**src/rtl/ldpc_parity_serializer_pkg.sv**
```systemverilog
// ---------------------------------------------------------------------------
// ldpc_parity_serializer_pkg
//   Shared definitions for the LDPC parity serializer: FSM state encoding,
//   DVB-S2 parity-word counts per normal FECFRAME (360-bit parity groups),
//   and the word-count clamp helper used when a frame is started.
//   No ports (package).
// ---------------------------------------------------------------------------
package ldpc_parity_serializer_pkg;

  typedef enum logic [2:0] {
    ST_IDLE = 3'd0,
    ST_READ = 3'd1,
    ST_LOAD = 3'd2,
    ST_SEND = 3'd3,
    ST_DONE = 3'd4
  } state_e;

  // Parity words (360 bits each) per normal FECFRAME for a few code rates.
  localparam int unsigned PAR_WORDS_R1_2  = 32'd90;
  localparam int unsigned PAR_WORDS_R3_5  = 32'd72;
  localparam int unsigned PAR_WORDS_R2_3  = 32'd60;
  localparam int unsigned PAR_WORDS_R3_4  = 32'd45;
  localparam int unsigned PAR_WORDS_R9_10 = 32'd18;

  // Requested word count limited to what the RAM can hold.
  function automatic logic [31:0] clamp_words(input logic [31:0] n,
                                              input logic [31:0] depth);
    logic [31:0] r;
    if (n > depth) begin
      r = depth;
    end else begin
      r = n;
    end
    return r;
  endfunction

endpackage

```
**src/rtl/ldpc_word_unpacker.sv**
```systemverilog
// ---------------------------------------------------------------------------
// ldpc_word_unpacker
//   Holds one RAM word and presents it OUT_WIDTH bits at a time, MSB first.
//   Ports:
//     clk, rst_n    clock, async active-low reset
//     load_i        capture data_i, byte index back to 0
//     shift_i       advance to the next byte (ignored when load_i is high)
//     data_i        word to capture
//     byte_o        current byte (top OUT_WIDTH bits of the shift register)
//     last_byte_o   current byte is the final one of the word
// ---------------------------------------------------------------------------
module ldpc_word_unpacker #(
  parameter int DATA_WIDTH = 360,
  parameter int OUT_WIDTH  = 8
) (
  input  logic                  clk,
  input  logic                  rst_n,
  input  logic                  load_i,
  input  logic                  shift_i,
  input  logic [DATA_WIDTH-1:0] data_i,
  output logic [OUT_WIDTH-1:0]  byte_o,
  output logic                  last_byte_o
);

  localparam int BPW   = DATA_WIDTH / OUT_WIDTH;
  localparam int IDX_W = (BPW > 1) ? $clog2(BPW) : 1;

  logic [DATA_WIDTH-1:0] sreg_q, sreg_d;
  logic [IDX_W-1:0]      idx_q, idx_d;

  // Next-state for shift register and byte index.
  always_comb begin
    sreg_d = sreg_q;
    idx_d  = idx_q;
    if (load_i) begin
      sreg_d = data_i;
      idx_d  = {IDX_W{1'b0}};
    end else if (shift_i) begin
      sreg_d = {sreg_q[DATA_WIDTH-OUT_WIDTH-1:0], {OUT_WIDTH{1'b0}}};
      idx_d  = idx_q + IDX_W'(1);
    end else begin
      sreg_d = sreg_q;
      idx_d  = idx_q;
    end
  end

  // Shift register and byte index state.
  always_ff @(posedge clk or negedge rst_n) begin
    if (!rst_n) begin
      sreg_q <= {DATA_WIDTH{1'b0}};
      idx_q  <= {IDX_W{1'b0}};
    end else begin
      sreg_q <= sreg_d;
      idx_q  <= idx_d;
    end
  end

  assign byte_o      = sreg_q[DATA_WIDTH-1 -: OUT_WIDTH];
  assign last_byte_o = (idx_q == IDX_W'(BPW - 1));

endmodule

```
**src/rtl/ldpc_parity_serializer.sv**
```systemverilog
// ---------------------------------------------------------------------------
// ldpc_parity_serializer
//   Reads num_words parity words (addresses 0..n-1) from a 1-cycle-latency
//   RAM and streams them out as AXI-Stream bytes, MSB first, one byte per
//   cycle. The next word is prefetched while the current one is shifted, and
//   rd_data0 is held by the RAM until the next read, so the word boundary
//   costs no bubble. m_tdata/m_tvalid/m_tlast come from an output register
//   fed by the unpacker.
//   Ports:
//     clk, rst_n            clock, async active-low reset
//     start, num_words      frame request (count clamped to DEPTH), idle only
//     busy, done            frame in progress / 1-cycle completion pulse
//     re0, rd_addr0         RAM read port
//     rd_data0              RAM read data (valid the cycle after re0)
//     m_tdata, m_tvalid,
//     m_tready, m_tlast     AXI-Stream byte output
//   The prefetch for word k+1 returns one edge after it is issued, so a word
//   must span at least two bytes (DATA_WIDTH >= 2*OUT_WIDTH).
// ---------------------------------------------------------------------------
module ldpc_parity_serializer
  import ldpc_parity_serializer_pkg::*;
#(
  parameter int ADDR_WIDTH = 7,
  parameter int DATA_WIDTH = 360,
  parameter int DEPTH      = 72,
  parameter int OUT_WIDTH  = 8
) (
  input  logic                  clk,
  input  logic                  rst_n,
  input  logic                  start,
  input  logic [ADDR_WIDTH:0]   num_words,
  output logic                  busy,
  output logic                  done,
  output logic                  re0,
  output logic [ADDR_WIDTH-1:0] rd_addr0,
  input  logic [DATA_WIDTH-1:0] rd_data0,
  output logic [OUT_WIDTH-1:0]  m_tdata,
  output logic                  m_tvalid,
  input  logic                  m_tready,
  output logic                  m_tlast
);

  localparam int CNT_W = ADDR_WIDTH + 1;

  state_e                state_q, state_d;
  logic [CNT_W-1:0]      count_q, count_d;     // words in this frame
  logic [CNT_W-1:0]      loaded_q, loaded_d;   // words loaded into unpacker
  logic                  pf_valid_q, pf_valid_d;   // next word waits on rd_data0
  logic                  src_valid_q, src_valid_d; // unpacker holds unsent bytes
  logic                  re0_q, re0_d;
  logic [ADDR_WIDTH-1:0] rd_addr_q, rd_addr_d;
  logic                  busy_q, busy_d;
  logic                  done_q, done_d;
  logic [OUT_WIDTH-1:0]  tdata_q, tdata_d;
  logic                  tvalid_q, tvalid_d;
  logic                  tlast_q, tlast_d;

  logic                  up_load_s, up_shift_s, up_last_s;
  logic [OUT_WIDTH-1:0]  up_byte_s;
  logic [CNT_W-1:0]      count_in_s;
  logic [CNT_W-1:0]      next_loaded_s;
  logic                  out_free_s;

  ldpc_word_unpacker #(
    .DATA_WIDTH (DATA_WIDTH),
    .OUT_WIDTH  (OUT_WIDTH)
  ) u_unpacker (
    .clk         (clk),
    .rst_n       (rst_n),
    .load_i      (up_load_s),
    .shift_i     (up_shift_s),
    .data_i      (rd_data0),
    .byte_o      (up_byte_s),
    .last_byte_o (up_last_s)
  );

  assign count_in_s    = CNT_W'(clamp_words(32'(num_words), 32'(DEPTH)));
  assign next_loaded_s = loaded_q + CNT_W'(1);
  // Output register can take a new byte when empty or being drained.
  assign out_free_s    = !tvalid_q || m_tready;

  // FSM next-state, counters, RAM read requests and output register.
  always_comb begin
    state_d     = state_q;
    count_d     = count_q;
    loaded_d    = loaded_q;
    pf_valid_d  = pf_valid_q;
    src_valid_d = src_valid_q;
    re0_d       = 1'b0;
    rd_addr_d   = rd_addr_q;
    busy_d      = busy_q;
    done_d      = (state_q == ST_DONE);
    tdata_d     = tdata_q;
    tvalid_d    = tvalid_q;
    tlast_d     = tlast_q;
    up_load_s   = 1'b0;
    up_shift_s  = 1'b0;

    case (state_q)
      ST_IDLE, ST_DONE: begin
        state_d = ST_IDLE;
        busy_d  = 1'b0;
        if (start) begin
          count_d     = count_in_s;
          loaded_d    = {CNT_W{1'b0}};
          pf_valid_d  = 1'b0;
          src_valid_d = 1'b0;
          if (count_in_s == {CNT_W{1'b0}}) begin
            state_d = ST_DONE;
          end else begin
            state_d   = ST_READ;
            re0_d     = 1'b1;
            rd_addr_d = {ADDR_WIDTH{1'b0}};
            busy_d    = 1'b1;
          end
        end else begin
          state_d = ST_IDLE;
        end
      end

      ST_READ: begin
        state_d = ST_LOAD;
      end

      ST_LOAD: begin
        // Word 0 is on rd_data0; capture it and prefetch word 1.
        up_load_s   = 1'b1;
        src_valid_d = 1'b1;
        loaded_d    = next_loaded_s;
        if (next_loaded_s < count_q) begin
          re0_d      = 1'b1;
          rd_addr_d  = next_loaded_s[ADDR_WIDTH-1:0];
          pf_valid_d = 1'b1;
        end else begin
          pf_valid_d = 1'b0;
        end
        state_d = ST_SEND;
      end

      ST_SEND: begin
        if (src_valid_q && out_free_s) begin
          tdata_d  = up_byte_s;
          tvalid_d = 1'b1;
          tlast_d  = up_last_s && !pf_valid_q;
          if (up_last_s) begin
            if (pf_valid_q) begin
              // Swap in the prefetched word and request the following one.
              up_load_s = 1'b1;
              loaded_d  = next_loaded_s;
              if (next_loaded_s < count_q) begin
                re0_d      = 1'b1;
                rd_addr_d  = next_loaded_s[ADDR_WIDTH-1:0];
                pf_valid_d = 1'b1;
              end else begin
                pf_valid_d = 1'b0;
              end
            end else begin
              src_valid_d = 1'b0;
            end
          end else begin
            up_shift_s = 1'b1;
          end
        end else if (!src_valid_q && tvalid_q && m_tready) begin
          // Final beat accepted.
          tvalid_d = 1'b0;
          tlast_d  = 1'b0;
          tdata_d  = {OUT_WIDTH{1'b0}};
          busy_d   = 1'b0;
          state_d  = ST_DONE;
        end else begin
          state_d = ST_SEND;
        end
      end

      default: begin
        state_d     = ST_IDLE;
        busy_d      = 1'b0;
        tvalid_d    = 1'b0;
        tlast_d     = 1'b0;
        src_valid_d = 1'b0;
        pf_valid_d  = 1'b0;
      end
    endcase
  end

  // State, counters and registered outputs.
  always_ff @(posedge clk or negedge rst_n) begin
    if (!rst_n) begin
      state_q     <= ST_IDLE;
      count_q     <= {CNT_W{1'b0}};
      loaded_q    <= {CNT_W{1'b0}};
      pf_valid_q  <= 1'b0;
      src_valid_q <= 1'b0;
      re0_q       <= 1'b0;
      rd_addr_q   <= {ADDR_WIDTH{1'b0}};
      busy_q      <= 1'b0;
      done_q      <= 1'b0;
      tdata_q     <= {OUT_WIDTH{1'b0}};
      tvalid_q    <= 1'b0;
      tlast_q     <= 1'b0;
    end else begin
      state_q     <= state_d;
      count_q     <= count_d;
      loaded_q    <= loaded_d;
      pf_valid_q  <= pf_valid_d;
      src_valid_q <= src_valid_d;
      re0_q       <= re0_d;
      rd_addr_q   <= rd_addr_d;
      busy_q      <= busy_d;
      done_q      <= done_d;
      tdata_q     <= tdata_d;
      tvalid_q    <= tvalid_d;
      tlast_q     <= tlast_d;
    end
  end

  assign busy     = busy_q;
  assign done     = done_q;
  assign re0      = re0_q;
  assign rd_addr0 = rd_addr_q;
  assign m_tdata  = tdata_q;
  assign m_tvalid = tvalid_q;
  assign m_tlast  = tlast_q;

endmodule

```
**config.mk**
```make
export PLATFORM = sky130hd
export DESIGN_NAME = ldpc_parity_serializer
export DESIGN_NICKNAME = d
export VERILOG_FILES = /design/src/rtl/ldpc_parity_serializer_pkg.sv /design/src/rtl/ldpc_word_unpacker.sv /design/src/rtl/ldpc_parity_serializer.sv
export SDC_FILE = /design/constraint.sdc
export NUM_CORES = 1
export LEC_CHECK = 0
export ABC_CLOCK_PERIOD_IN_PS = 7240
export BUFFER_PORTS_ARGS = -buffer_cell sky130_fd_sc_hd__buf_2
export CAP_MARGIN = 5
export CORE_MARGIN = 2
export CORE_UTILIZATION = 35
export DETAILED_ROUTE_END_ITERATION = 8
export SLEW_MARGIN = 0
export SYNTH_ARGS = -nofsm -noshare
export SYNTH_HDL_FRONTEND = slang
export SYNTH_SLANG_ARGS = --single-unit
```
**constraint.sdc**
```tcl
create_clock -name clk -period 7.24 [get_ports clk]
set_input_delay 0.362 -clock clk [delete_from_list [all_inputs] [get_ports clk]]
set_output_delay 0.362 -clock clk [all_outputs]
set_load 0.01 [all_outputs]
```
==> reports/qor.csv, run 1 <==
stage,metric,value,unit
run_status,outcome,"complete, no violations",
cts,CTS buffer count,47,
cts,CTS tree,built,
finish,fin cells,2694,
synth,ys flop type,dfrtp_1,
cts,H-tree Lvls,2,
grt,global-route wire length before repair,78.1,mm
synth,Post-Syn Area,18100,µm²
finish,FF+latch area,10200,µm²
die,Die X,232,µm
sta,fmax,275,MHz
critical_path,Startpoint Class,flop,
routing,post-route ant nets,0,
synth,Synth top area share,56.2,%
critical_path,crit path max fanout,76,
critical_path,critical path type,reg -> reg,
finish,final instance area,21900,µm²
die,I/O pins,392,
placed_design,pre-CTS setup slack,3.40,ns
sta,final setup fails,0,
synth,Post-synth EDFFs,0,
grt,GRT Overall Usage,18.3,%
die,Die Y,232,µm
finish,layout cell share with drive strength beyond 1,24.2,%
synth,Synth cell types,47,
critical_path,"CP delay by family, top",buffers and inverters,
sta,Final min period,3.63,ns
finish,Area growth syn-to-layout,21.1,%
critical_path,Critical Path AT,4.12,ns
sta,TNS Setup,0,ns
sta,Slew Limit Fails,0,
worst_hold_path,hold depth,2,
run,number of max-cap violations,0,
routing,drt total wl,50.0,mm
placed_design,final weighted congestion in routability-driven placement,0.811,
finish,footprint of the multi-input gates,7090,µm²
critical_path,CP Cell Sequence,inv_1 -> ha_1 -> nand3b_1 -> nor2_4 -> a41o_4 -> buf_4 -> buf_4 -> a22o_1 -> a21o_1,
placed_design,Post-DP Area,20300,µm²
sta,Fin. Hold Viols,0,
pwr,maximum vdd drop,0.000300,V
synth,"area leader, netlist",dfrtp_1,
critical_path,reg2reg path depth,9,
cts,Root Buffer,clkbuf_16,
die,Core Box Area,51300,µm²
cts,Clock Pin Slew Worst Setup and Hold Paths,0.06,ns
worst_hold_path,Worst Hold Launch,num_words[1],
critical_path,FF-to-FF Start,u_unpacker.idx_q[0]$_DFFE_PN0P_,
grt,largest net degree at the start of global routing,187,
routing,DR vias/cell,5.22,
sta,setup ws final,3.61,ns
synth,Synth Register Bits,407,
critical_path,Bufs and invs on worst path,3,
critical_path,Worst Path Required,7.73,ns
routing,DRC,0,
sta,RSZ-0062 raised after global routing,no,
synth,sequential share of the synthesized area,56.2,%
routing,DR vias,14100,
sta,Final Cycle Share,50.2,%
grt,vias in the first global route,14100,
synth,"Avg Cell Area, Syn",11.0,µm²
placed_design,PortBufs,391,
sta,normalized max-slew margin,29.8,%
routing,Wirelength per Cell,18.6,µm
critical_path,cell mode on critical path,buf_4,
grt,initial antenna violation count,29,
synth,most common cell in the netlist,dfrtp_1,
sta,worst slew pin tran,1.05,ns
synth,Post-synth ARST share,100,%
finish,final net count,2354,
placed_design,placed insts,2591,
die,Rows,83,
synth,most common library cells after synthesis,"dfrtp_1, a22o_1, a21o_1",
routing,First-pass DRT Iterations,5,
synth,largest cells by area after synthesis,"dfrtp_1, a22o_1, a21o_1",
pwr,leakage power,0.0120,µW
pwr,PD cells,491,nW/µm²
cts,CTS sink cnt,407,
cts,Clock Path Buffers,3,
synth,Synth Instances,1642,
critical_path,Critical Path Sink Type,flop,
routing,DR iter-0 viols,1223,
grt,GRT overflow,0,
finish,# fillers,4990,
placed_design,DP HPWL,33.2,mm
sta,Worst Skew,0.0173,ns
critical_path,Worst path depth,9,
critical_path,max incr delay on CP,0.73,ns
critical_path,crit path from,u_unpacker.idx_q[0]$_DFFE_PN0P_,
die,die area,53600,µm²
synth,synth warn,0,
worst_hold_path,Hold Crit Class,in -> reg,
synth,syn_nets,2024,
die,Starting Density,35.3,%
cts,Clock Latency Late Sink,0.57,ns
critical_path,critical path's slowest cell,buf_4,
-- flip-flops by register name, summed over array words and instances, names as in the netlist --
signal and flops:
u_unpacker.idx_q 6, state_q 3, re0 1, pf_valid_q 1, rd_addr0 7, count_q 8
m_tdata 8, src_valid_q 1, m_tvalid 1, done 1, m_tlast 1, u_unpacker.sreg_q 360
loaded_q 8, busy 1
-- path summary, 6_finish.rpt --
check                                                      to  slack [ns]
min                                    count_q[1]$_DFFE_PN0P_        0.05
min reg2reg                 u_unpacker.sreg_q[98]$_DFFE_PN0P_        0.47
max reg2reg                u_unpacker.sreg_q[170]$_DFFE_PN0P_        3.61
max in group asynchronous   u_unpacker.sreg_q[53]$_DFFE_PN0P_        5.40
min in group asynchronous  u_unpacker.sreg_q[281]$_DFFE_PN0P_        0.44
max                        u_unpacker.sreg_q[170]$_DFFE_PN0P_        3.61
-- final cells by class --
cell class,count,share of cell area (%)
Multi-Input combinational cell,1078,32.3
Inverter,19,0.325
Sequential cell,407,46.4
Tap cell,680,3.88
Clock inverter,10,0.610
Clock buffer,70,6.17
Antenna cell,11,0.125
Timing Repair Buffer,419,10.2
-- repair_timing --
| action | CTS | global route |
|---|---|---|
| resized for setup | 0 | 0 |
| hold buffers | 12 | 0 |
| setup buffers | 0 | 0 |
| hold endpoints to repair | 111 | 0 |
-- cell usage in the layout (no fill, tap or decap), drive strengths merged, types with 2 or more instances in the layout --
| master | count |
|---|---|
| o21ai | 19 |
| ha | 10 |
| nor2b | 2 |
| inv | 19 |
| dlygate4sd3 | 12 |
| dfrtp | 407 |
| a22o | 268 |
| a21oi | 6 |
| nor2 | 103 |
| and3 | 4 |
| buf | 407 |
| a2111oi | 3 |
| nor3b | 2 |
| mux2i | 6 |
| mux2 | 6 |
| clkinv | 5 |
| nand2 | 236 |
| xnor2 | 6 |
| nand4 | 3 |
| nor3 | 3 |
| a31oi | 89 |
| clkinvlp | 2 |
| nand3 | 20 |
| nand2b | 3 |
| xor2 | 4 |
| bufinv | 3 |
| clkbuf | 70 |
| diode | 11 |
| a211oi | 4 |
| and2 | 3 |
| a21o | 266 |
-- where the power goes --
group | switching [µW] | leakage (µW) | internal, µW
Clock | 922 | 0.000721 | 1390
Combinational | 2420 | 0.00623 | 1990
Sequential | 647 | 0.00504 | 3400
-- per-stage QoR --
step	total power (µW)	util (%)	hold WS, ns
4_1_cts	10900	42.7	0.000312
2_1_floorplan	7600	-	0.0664
5_1_grt	11600	42.8	0.0424
3_3_place_gp	8380	39.6	0.458
6_report	10800	42.8	0.0519
3_5_place_dp	8530	39.6	0.466
-- routing by layer --
metal / track usage (%) / up-vias / wire length, µm
met1: 24.7 / 6920 / 22200
li1: - / 6650 / -
met5: 0 / - / 161
met4: 6.13 / 26 / 1340
met3: 4.82 / 109 / 3480
met2: 28.6 / 350 / 22900
-- cell families after synthesis --
kind of cell,after synthesis,share of synthesized area [%]
AO/OA/AOI/OAI,662,28.4
flip-flops,407,56.2
AND/OR/NAND/NOR,384,8.64
buffers and inverters,157,4.92
multiplexers,12,0.704
XOR/XNOR,10,0.483
adder cells (fa/ha/maj),10,0.690
Note: power is estimated with default switching activity, not from simulation.
==> inputs of run 2 (changes only) <==
- ABC_AREA: unset -> 1
- ABC_CLOCK_PERIOD_IN_PS: 7240 -> 3600
- clock period: 7.24 -> 3.6 ns (I/O delays scaled with it)
==> run 2 against run 1 <==
Effect of this change: cell count grew 37%; sequential power up 100%; combinational power is 84% higher; critical path type unchanged; synthesized cell count is 36% higher; sequential share of layout area shrank 6.9 points; non-clock buffer count increased by 368; cell area is 18% higher; clock power rose by 100%; global-route usage grew 2.8 points; maximum frequency grew 16%; largest power group is now sequential cells.
==> reports/qor.csv, run 2 <==
stage,metric,value,unit,change
run_status,outcome,"complete, no violations",,unchanged
synth,"area leader, netlist",dfrtp_1,,unchanged
sta,final setup fails,0,,unchanged
critical_path,crit path from,state_q[2]$_DFFE_PN0N_,,was u_unpacker.idx_q[0]$_DFFE_PN0P_
synth,Synth Instances,2239,,"was 1,642"
cts,Clock Pin Slew Worst Setup and Hold Paths,0.06,ns,about the same
finish,"commonest non-fill, non-tap cells in the layout","nand2_1, dfrtp_1, buf_2",,"was dfrtp_1, buf_2, a22o_1"
routing,post-route ant nets,0,,unchanged
die,Die Y,231,µm,was 232 µm
critical_path,CP Cell Sequence,inv_1 -> nand3_2 -> nor2_4 -> nand2_1 -> inv_8 -> buf_12 -> a21oi_1 -> o21ai_0,,was inv_1 -> ha_1 -> nand3b_1 -> nor2_4 -> a41o_4 -> buf_4 -> buf_4 -> a22o_1 -> a21o_1
cts,Clock Latency Late Sink,0.57,ns,about the same
finish,"most common cell after layout, fill and taps aside",nand2_1,,was dfrtp_1
synth,most common cell in the netlist,nand2_1,,was dfrtp_1
cts,Clock Path Buffers,3,,unchanged
pwr,leakage power,0.0127,µW,was 0.0120 µW
synth,largest cells by area after synthesis,"dfrtp_1, nand2_1, nand3_1",,"was dfrtp_1, a22o_1, a21o_1"
critical_path,Startpoint Class,flop,,unchanged
cts,Root Buffer,clkbuf_16,,unchanged
cts,CTS buffer count,47,,unchanged
critical_path,"CP delay by family, top",buffers and inverters,,unchanged
synth,Synth Register Bits,407,,unchanged
worst_hold_path,Hold Crit Class,in -> reg,,unchanged
finish,final net count,3328,,"was 2,354"
critical_path,Critical Path AT,3.60,ns,was 4.12 ns
critical_path,critical path type,reg -> reg,,unchanged
die,I/O pins,392,,unchanged
die,Rows,83,,unchanged
sta,normalized max-slew margin,28.3,%,was 29.8%
placed_design,DP HPWL,34.9,mm,was 33.2 mm
routing,First-pass DRT Iterations,5,,unchanged
routing,drt total wl,57.5,mm,was 50.0 mm
routing,DR vias/cell,4.83,,was 5.22
grt,GRT Overall Usage,21.2,%,was 18.3%
cts,H-tree Lvls,2,,unchanged
cts,CTS sink cnt,407,,unchanged
routing,DR iter-0 viols,1406,,"was 1,223"
finish,register with the most flip-flops,u_unpacker.sreg_q,,unchanged
pwr,maximum vdd drop,0.000569,V,was 0.000300 V
sta,worst slew pin tran,1.08,ns,was 1.05 ns
run,number of max-cap violations,0,,unchanged
grt,vias in the first global route,18300,,"was 14,100"
cts,setup repair bufs after CTS,0,,unchanged
sta,fmax,320,MHz,was 275 MHz
synth,sequential share of the synthesized area,56.3,%,was 56.2%
finish,fin cells,3681,,"was 2,694"
synth,Synth top area share,56.3,%,was 56.2%
sta,Fin. Hold Viols,0,,unchanged
synth,syn_nets,2621,,"was 2,024"
synth,Post-synth ARST share,100,%,unchanged
sta,setup ws final,0.475,ns,was 3.61 ns
cts,CTS resizes,0,,unchanged
sta,Slew Limit Fails,0,,unchanged
placed_design,final weighted congestion in routability-driven placement,0.833,,was 0.811
grt,initial antenna violation count,8,,was 29
die,die area,53600,µm²,about the same
synth,Post-synth EDFFs,0,,unchanged
synth,most common library cells after synthesis,"nand2_1, dfrtp_1, nand3_1",,"was dfrtp_1, a22o_1, a21o_1"
cts,CTS tree,built,,unchanged
finish,layout cell share with drive strength beyond 1,16.6,%,was 24.2%
placed_design,placed insts,3206,,"was 2,591"
die,Core Box Area,51200,µm²,"was 51,300 µm²"
placed_design,PortBufs,391,,unchanged
grt,largest net degree at the start of global routing,213,,was 187
critical_path,Critical Path Sink Type,flop,,unchanged
sta,TNS Setup,0,ns,unchanged
routing,DR vias,17800,,"was 14,100"
sta,RSZ-0062 raised after global routing,no,,unchanged
grt,global-route wire length before repair,92.3,mm,was 78.1 mm
synth,synth warn,0,,unchanged
synth,"Avg Cell Area, Syn",8.09,µm²,was 11.0 µm²
critical_path,Bufs and invs on worst path,3,,unchanged
routing,DRC,0,,unchanged
critical_path,Worst Path Required,4.08,ns,was 7.73 ns
critical_path,crit path max fanout,212,,was 76
sta,Final Cycle Share,86.8,%,was 50.2%
critical_path,FF-to-FF Start,state_q[2]$_DFFE_PN0N_,,was u_unpacker.idx_q[0]$_DFFE_PN0P_
finish,Area growth syn-to-layout,42.5,%,was 21.1%
finish,max reg flops,360,,unchanged
pwr,PD cells,816,nW/µm²,was 491 nW/µm²
grt,GRT overflow,0,,unchanged
placed_design,pre-CTS setup slack,0.573,ns,was 3.40 ns
synth,Synth cell types,29,,was 47
sta,Final min period,3.12,ns,was 3.63 ns
die,Starting Density,35.4,%,was 35.3%
critical_path,critical path's slowest cell,buf_12,,was buf_4
synth,ys flop type,dfrtp_1,,unchanged
die,Die X,231,µm,was 232 µm
synth,Post-Syn Area,18100,µm²,about the same
worst_hold_path,Worst Hold Launch,num_words[6],,was num_words[1]
routing,Wirelength per Cell,15.6,µm,was 18.6 µm
critical_path,max incr delay on CP,0.55,ns,was 0.73 ns
sta,Worst Skew,0.0123,ns,was 0.0173 ns
run 2: changes by cell type after synthesis, sizes merged, moves of 31 or more:
cell | before | now
a21o | 266 | 1
a21oi | 6 | 86
a22o | 268 | 0
a31oi | 89 | 1
inv | 19 | 54
nand2 | 236 | 998
nand3 | 20 | 288
nor2 | 103 | 134
o21ai | 19 | 112
run 2: routing by layer:
layer | track usage (%) | part of all wire [%]
met2 | 35.1 | 48
met5 | 0 | 0.047
met4 | 8.63 | 3.2
met3 | 3.75 | 5.8
met1 | 27.3 | 43
run 2: repair_timing:
item                       CTS  global route
hold endpoints to repair   473             0
setup endpoints to repair    0             0
hold buffers               371             0
run 2: final cells by class:
type | instances | area, µm²
clock inverter | 8 | 82.6
inverter | 55 | 215
fill | 4636 | 25400
timing repair buffer | 787 | 5980
multi-input combinational | 1648 | 7000
antenna | 17 | 42.5
clock buffer | 79 | 1450
sequential | 407 | 10200
tap | 680 | 851
run 2: kinds of logic (layout without fill, tap and decap cells):
logic type	Yosys count	in the layout	synth area share [%]
simple gates	1425	1425	31.8
flops	407	407	56.3
other cells	0	17	0
fa+ha+maj	10	10	0.691
xor+xnor	7	7	0.339
compound gates	206	206	5.79
buf+inv	184	929	5.14
run 2: path summary, 6_finish.rpt:
kind | slack, ns | endpoint | cells after the start
setup / recovery | 0.48 | u_unpacker.sreg_q[299]$_DFFE_PN0P_ | 8
hold / removal | 0.08 | count_q[3]$_DFFE_PN0P_ | 5
setup reg to reg | 0.48 | u_unpacker.sreg_q[299]$_DFFE_PN0P_ | 8
hold reg to reg | 0.47 | u_unpacker.sreg_q[4]$_DFFE_PN0P_ | 2
max in group asynchronous | 2.31 | u_unpacker.sreg_q[147]$_DFFE_PN0P_ | 3
min in group asynchronous | 0.30 | u_unpacker.sreg_q[100]$_DFFE_PN0P_ | 2
run 2: report_power, final:
| part | switching (µW) | leakage [µW] | internal (µW) | total [µW] |
|---|---|---|---|---|
| registers | 1340 | 0.00502 | 6870 | 8210 |
| clock network | 1920 | 0.000748 | 2800 | 4730 |
| logic | 5270 | 0.00697 | 2850 | 8130 |
| total | 8530 | 0.0127 | 12500 | 21100 |
run 2: tightest hold or removal path, stage by stage:
cell and delay, ns:
buf_2 0.09, nor2_1 0.07, inv_1 0.07, a21oi_1 0.08, o21ai_0 0.13
run 2: metrics by stage:
step	util [%]	hold slack, ns	area [µm²]	total power [µW]
6_report	50.4	0.0832	25800	21100
5_1_grt	50.4	0.117	25800	22900
4_1_cts	50.3	0.0267	25800	21200
3_5_place_dp	40.1	0.369	20500	16000
3_3_place_gp	40.1	0.356	20500	15800
2_1_floorplan	-	-0.116	18100	13900
==> inputs of run 3 (changes only) <==
--- a/config.mk
+++ b/config.mk
@@ -11,4 +11,4 @@
 export CAP_MARGIN = 5
-export CORE_MARGIN = 2
 export CORE_UTILIZATION = 35
+export CTS_CLUSTER_DIAMETER = 100
 export DETAILED_ROUTE_END_ITERATION = 8
==> constraint.sdc (replaced) <==
create_clock -name clk -period 3.6 [get_ports clk]
set_input_delay 0.54 -clock clk [delete_from_list [all_inputs] [get_ports clk]]
set_output_delay 0.54 -clock clk [all_outputs]
set_load 0.01 [all_outputs]
==> run 3 against run 2 <==
Effect of this change: maximum frequency rose by 4.9%; setup slack better by 0.14 ns; combinational power shrank 5.2%; total power is 1.2% lower; sequential share of layout area increased by 6.5 points; cell count fell by 10%; largest cell class unchanged; critical endpoint is now u_unpacker.sreg_q[264]$_DFFE_PN0P_; core utilization is 6.6 points lower.
==> reports/qor.csv, run 3 (same netlist as run 2, synthesis figures left out) <==
stage,metric,value,unit,change
sta,fmax,336,MHz,was 320 MHz
finish,# fillers,5084,,"was 4,636"
cts,CTS sink cnt,407,,unchanged
cts,setup repair bufs after CTS,0,,unchanged
sta,Worst Skew,0.00890,ns,was 0.0123 ns
critical_path,Critical Path Sink Type,flop,,unchanged
cts,CTS tree,built,,unchanged
critical_path,max incr delay on CP,0.56,ns,was 0.55 ns
routing,DR vias,16000,,"was 17,800"
critical_path,"CP delay by family, top",buffers and inverters,,unchanged
critical_path,crit path max fanout,56,,was 212
routing,drt total wl,51.9,mm,was 57.5 mm
finish,layout cell share with drive strength beyond 1,19.2,%,was 16.6%
grt,largest net degree at the start of global routing,155,,was 213
routing,DRC,0,,unchanged
pwr,sw power,8350,µW,was 8530 µW
sta,normalized max-slew margin,45.8,%,was 28.3%
critical_path,Worst Path Required,4.07,ns,was 4.08 ns
sta,worst slew pin tran,0.813,ns,was 1.08 ns
finish,final net count,2956,,"was 3,328"
placed_design,PortBufs,391,,unchanged
grt,GRT overflow,0,,unchanged
critical_path,Bufs and invs on worst path,3,,unchanged
cts,Root Buffer,clkbuf_16,,unchanged
run,number of max-cap violations,0,,unchanged
routing,post-route ant nets,0,,unchanged
die,Rows,82,,was 83
cts,Clock Path Buffers,3,,unchanged
cts,CTS resizes,0,,unchanged
pwr,switching power share of the total,40.2,%,was 40.5%
critical_path,critical path's slowest cell,buf_4,,was buf_12
sta,Final min period,2.98,ns,was 3.12 ns
sta,RSZ-0062 raised after global routing,no,,unchanged
pwr,leakage power,0.0112,µW,was 0.0127 µW
die,die area,52600,µm²,"was 53,600 µm²"
grt,gr busiest metal,met2,,unchanged
die,I/O pins,392,,unchanged
grt,GRT met1 Usage,26.1,%,was 27.3%
finish,register with the most flip-flops,u_unpacker.sreg_q,,unchanged
sta,Final Cycle Share,82.8,%,was 86.8%
grt,initial antenna violation count,24,,was 8
grt,vias in the first global route,15900,,"was 18,300"
grt,M2 GR Usage,30.6,%,was 35.1%
die,Die Y,229,µm,was 231 µm
run_status,outcome,"complete, no violations",,unchanged
cts,Clock Pin Slew Worst Setup and Hold Paths,0.06,ns,about the same
finish,"most common cell after layout, fill and taps aside",nand2_1,,unchanged
routing,DR vias/cell,4.84,,was 4.83
routing,Wirelength per Cell,15.7,µm,was 15.6 µm
pwr,power share of the sequential group,39.3,%,was 39.0%
placed_design,final weighted congestion in routability-driven placement,0.865,,was 0.833
pwr,Int Power,12400,µW,"was 12,500 µW"
pwr,maximum vdd drop,0.000568,V,was 0.000569 V
sta,Fin. Hold Viols,0,,unchanged
sta,TNS Setup,0,ns,unchanged
sta,Slew Limit Fails,0,,unchanged
grt,GRT Overall Usage,19.5,%,was 21.2%
die,Die X,229,µm,was 231 µm
die,Starting Density,35.8,%,was 35.4%
critical_path,Startpoint Class,flop,,unchanged
pwr,Clk network pwr share,23.7,%,was 22.4%
worst_hold_path,Hold Crit Class,in -> async,,was in -> reg
finish,Area growth syn-to-layout,22.4,%,was 42.5%
pwr,Tot Pwr,20800,µW,"was 21,100 µW"
cts,Clock Latency Late Sink,0.57,ns,about the same
finish,max reg flops,360,,unchanged
grt,GR Util met3,4.97,%,was 3.75%
critical_path,CP Cell Sequence,inv_1 -> nand3_2 -> nor2_4 -> nand2_1 -> inv_8 -> buf_4 -> a21oi_1 -> o21ai_0,,was inv_1 -> nand3_2 -> nor2_4 -> nand2_1 -> inv_8 -> buf_12 -> a21oi_1 -> o21ai_0
cts,H-tree Lvls,2,,unchanged
pwr,Gate power share,37.1,%,was 38.6%
finish,final core occ,43.8,%,was 50.4%
cts,Post-CTS Hold Fix Bufs,0,,was 371
critical_path,Critical Path AT,3.45,ns,was 3.60 ns
placed_design,DP HPWL,35.3,mm,was 34.9 mm
routing,DR iter-0 viols,1249,,"was 1,406"
pwr,PD cells,938,nW/µm²,was 816 nW/µm²
cts,CTS buffer count,47,,unchanged
finish,"commonest non-fill, non-tap cells in the layout","nand2_1, dfrtp_1, buf_2",,unchanged
grt,global-route wire length before repair,83.2,mm,was 92.3 mm
sta,final setup fails,0,,unchanged
routing,First-pass DRT Iterations,5,,unchanged
critical_path,critical path type,reg -> reg,,unchanged
die,Core Box Area,50600,µm²,"was 51,200 µm²"
[run 3: cell count changes in the layout (fill, tap and decap cells not counted), sizes merged, moves of 2 or more]
cell         previous run  this run
dlygate4sd3           371         0
clkbuf                 79        72
diode                  17        14
bufinv                  1         3
[run 3: worst paths after layout]
check                                                           to  cells past startpoint  slack (ns)                        startpoint
min in group clk                  u_unpacker.sreg_q[1]$_DFFE_PN0P_                      3        0.17                       rd_data0[1]
worst max-delay path            u_unpacker.sreg_q[264]$_DFFE_PN0P_                      8        0.62            state_q[2]$_DFFE_PN0N_
max in group asynchronous        u_unpacker.sreg_q[40]$_DFFE_PN0P_                      2        2.60                             rst_n
worst min-delay path            u_unpacker.sreg_q[104]$_DFFE_PN0P_                      1       0.005                             rst_n
worst max register to register  u_unpacker.sreg_q[264]$_DFFE_PN0P_                      8        0.62            state_q[2]$_DFFE_PN0N_
worst min register to register    u_unpacker.sreg_q[6]$_DFFE_PN0P_                      2        0.47  u_unpacker.sreg_q[6]$_DFFE_PN0P_
[run 3: metal layers]
| metal | share of wire, % | up-vias |
|---|---|---|
| li1 | - | 7849 |
| met1 | 44 | 7574 |
| met2 | 46 | 420 |
| met3 | 7.1 | 97 |
| met4 | 2.4 | 22 |
| met5 | 0.28 | - |
[run 3: final cells by class]
type | instances | area, µm² | area share, %
Clock buffer | 72 | 1440 | 6.51
Multi-Input combinational cell | 1648 | 7000 | 31.6
Antenna cell | 14 | 35.0 | 0.158
Timing Repair Buffer | 415 | 2270 | 10.3
Sequential cell | 407 | 10200 | 46.0
Clock inverter | 13 | 166 | 0.751
Inverter | 55 | 215 | 0.971
Tap cell | 672 | 841 | 3.79
[run 3: metrics by stage]
step                instance area [µm²]  hold WS (ns)  instances  worst slack, ns
floorplan                         18100         0.244       2239             1.56
global placement                  20500         0.456       3197            0.682
detailed placement                20500         0.459       3197            0.567
CTS                               22100        0.0259       3282            0.601
global route                      22100        0.0562       3290            0.320
finish                            22200       0.00548       3296            0.620
[run 3: power by group through the flow]
stage / clock [µW] / sequential, µW / combinational (µW)
after floorplan: 0 / 7800 / 6110
after global placement: 0 / 8200 / 7560
after detailed placement: 0 / 8210 / 7810
after CTS: 5050 / 8160 / 7860
after global routing: 5240 / 8420 / 8940
final: 4920 / 8160 / 7710
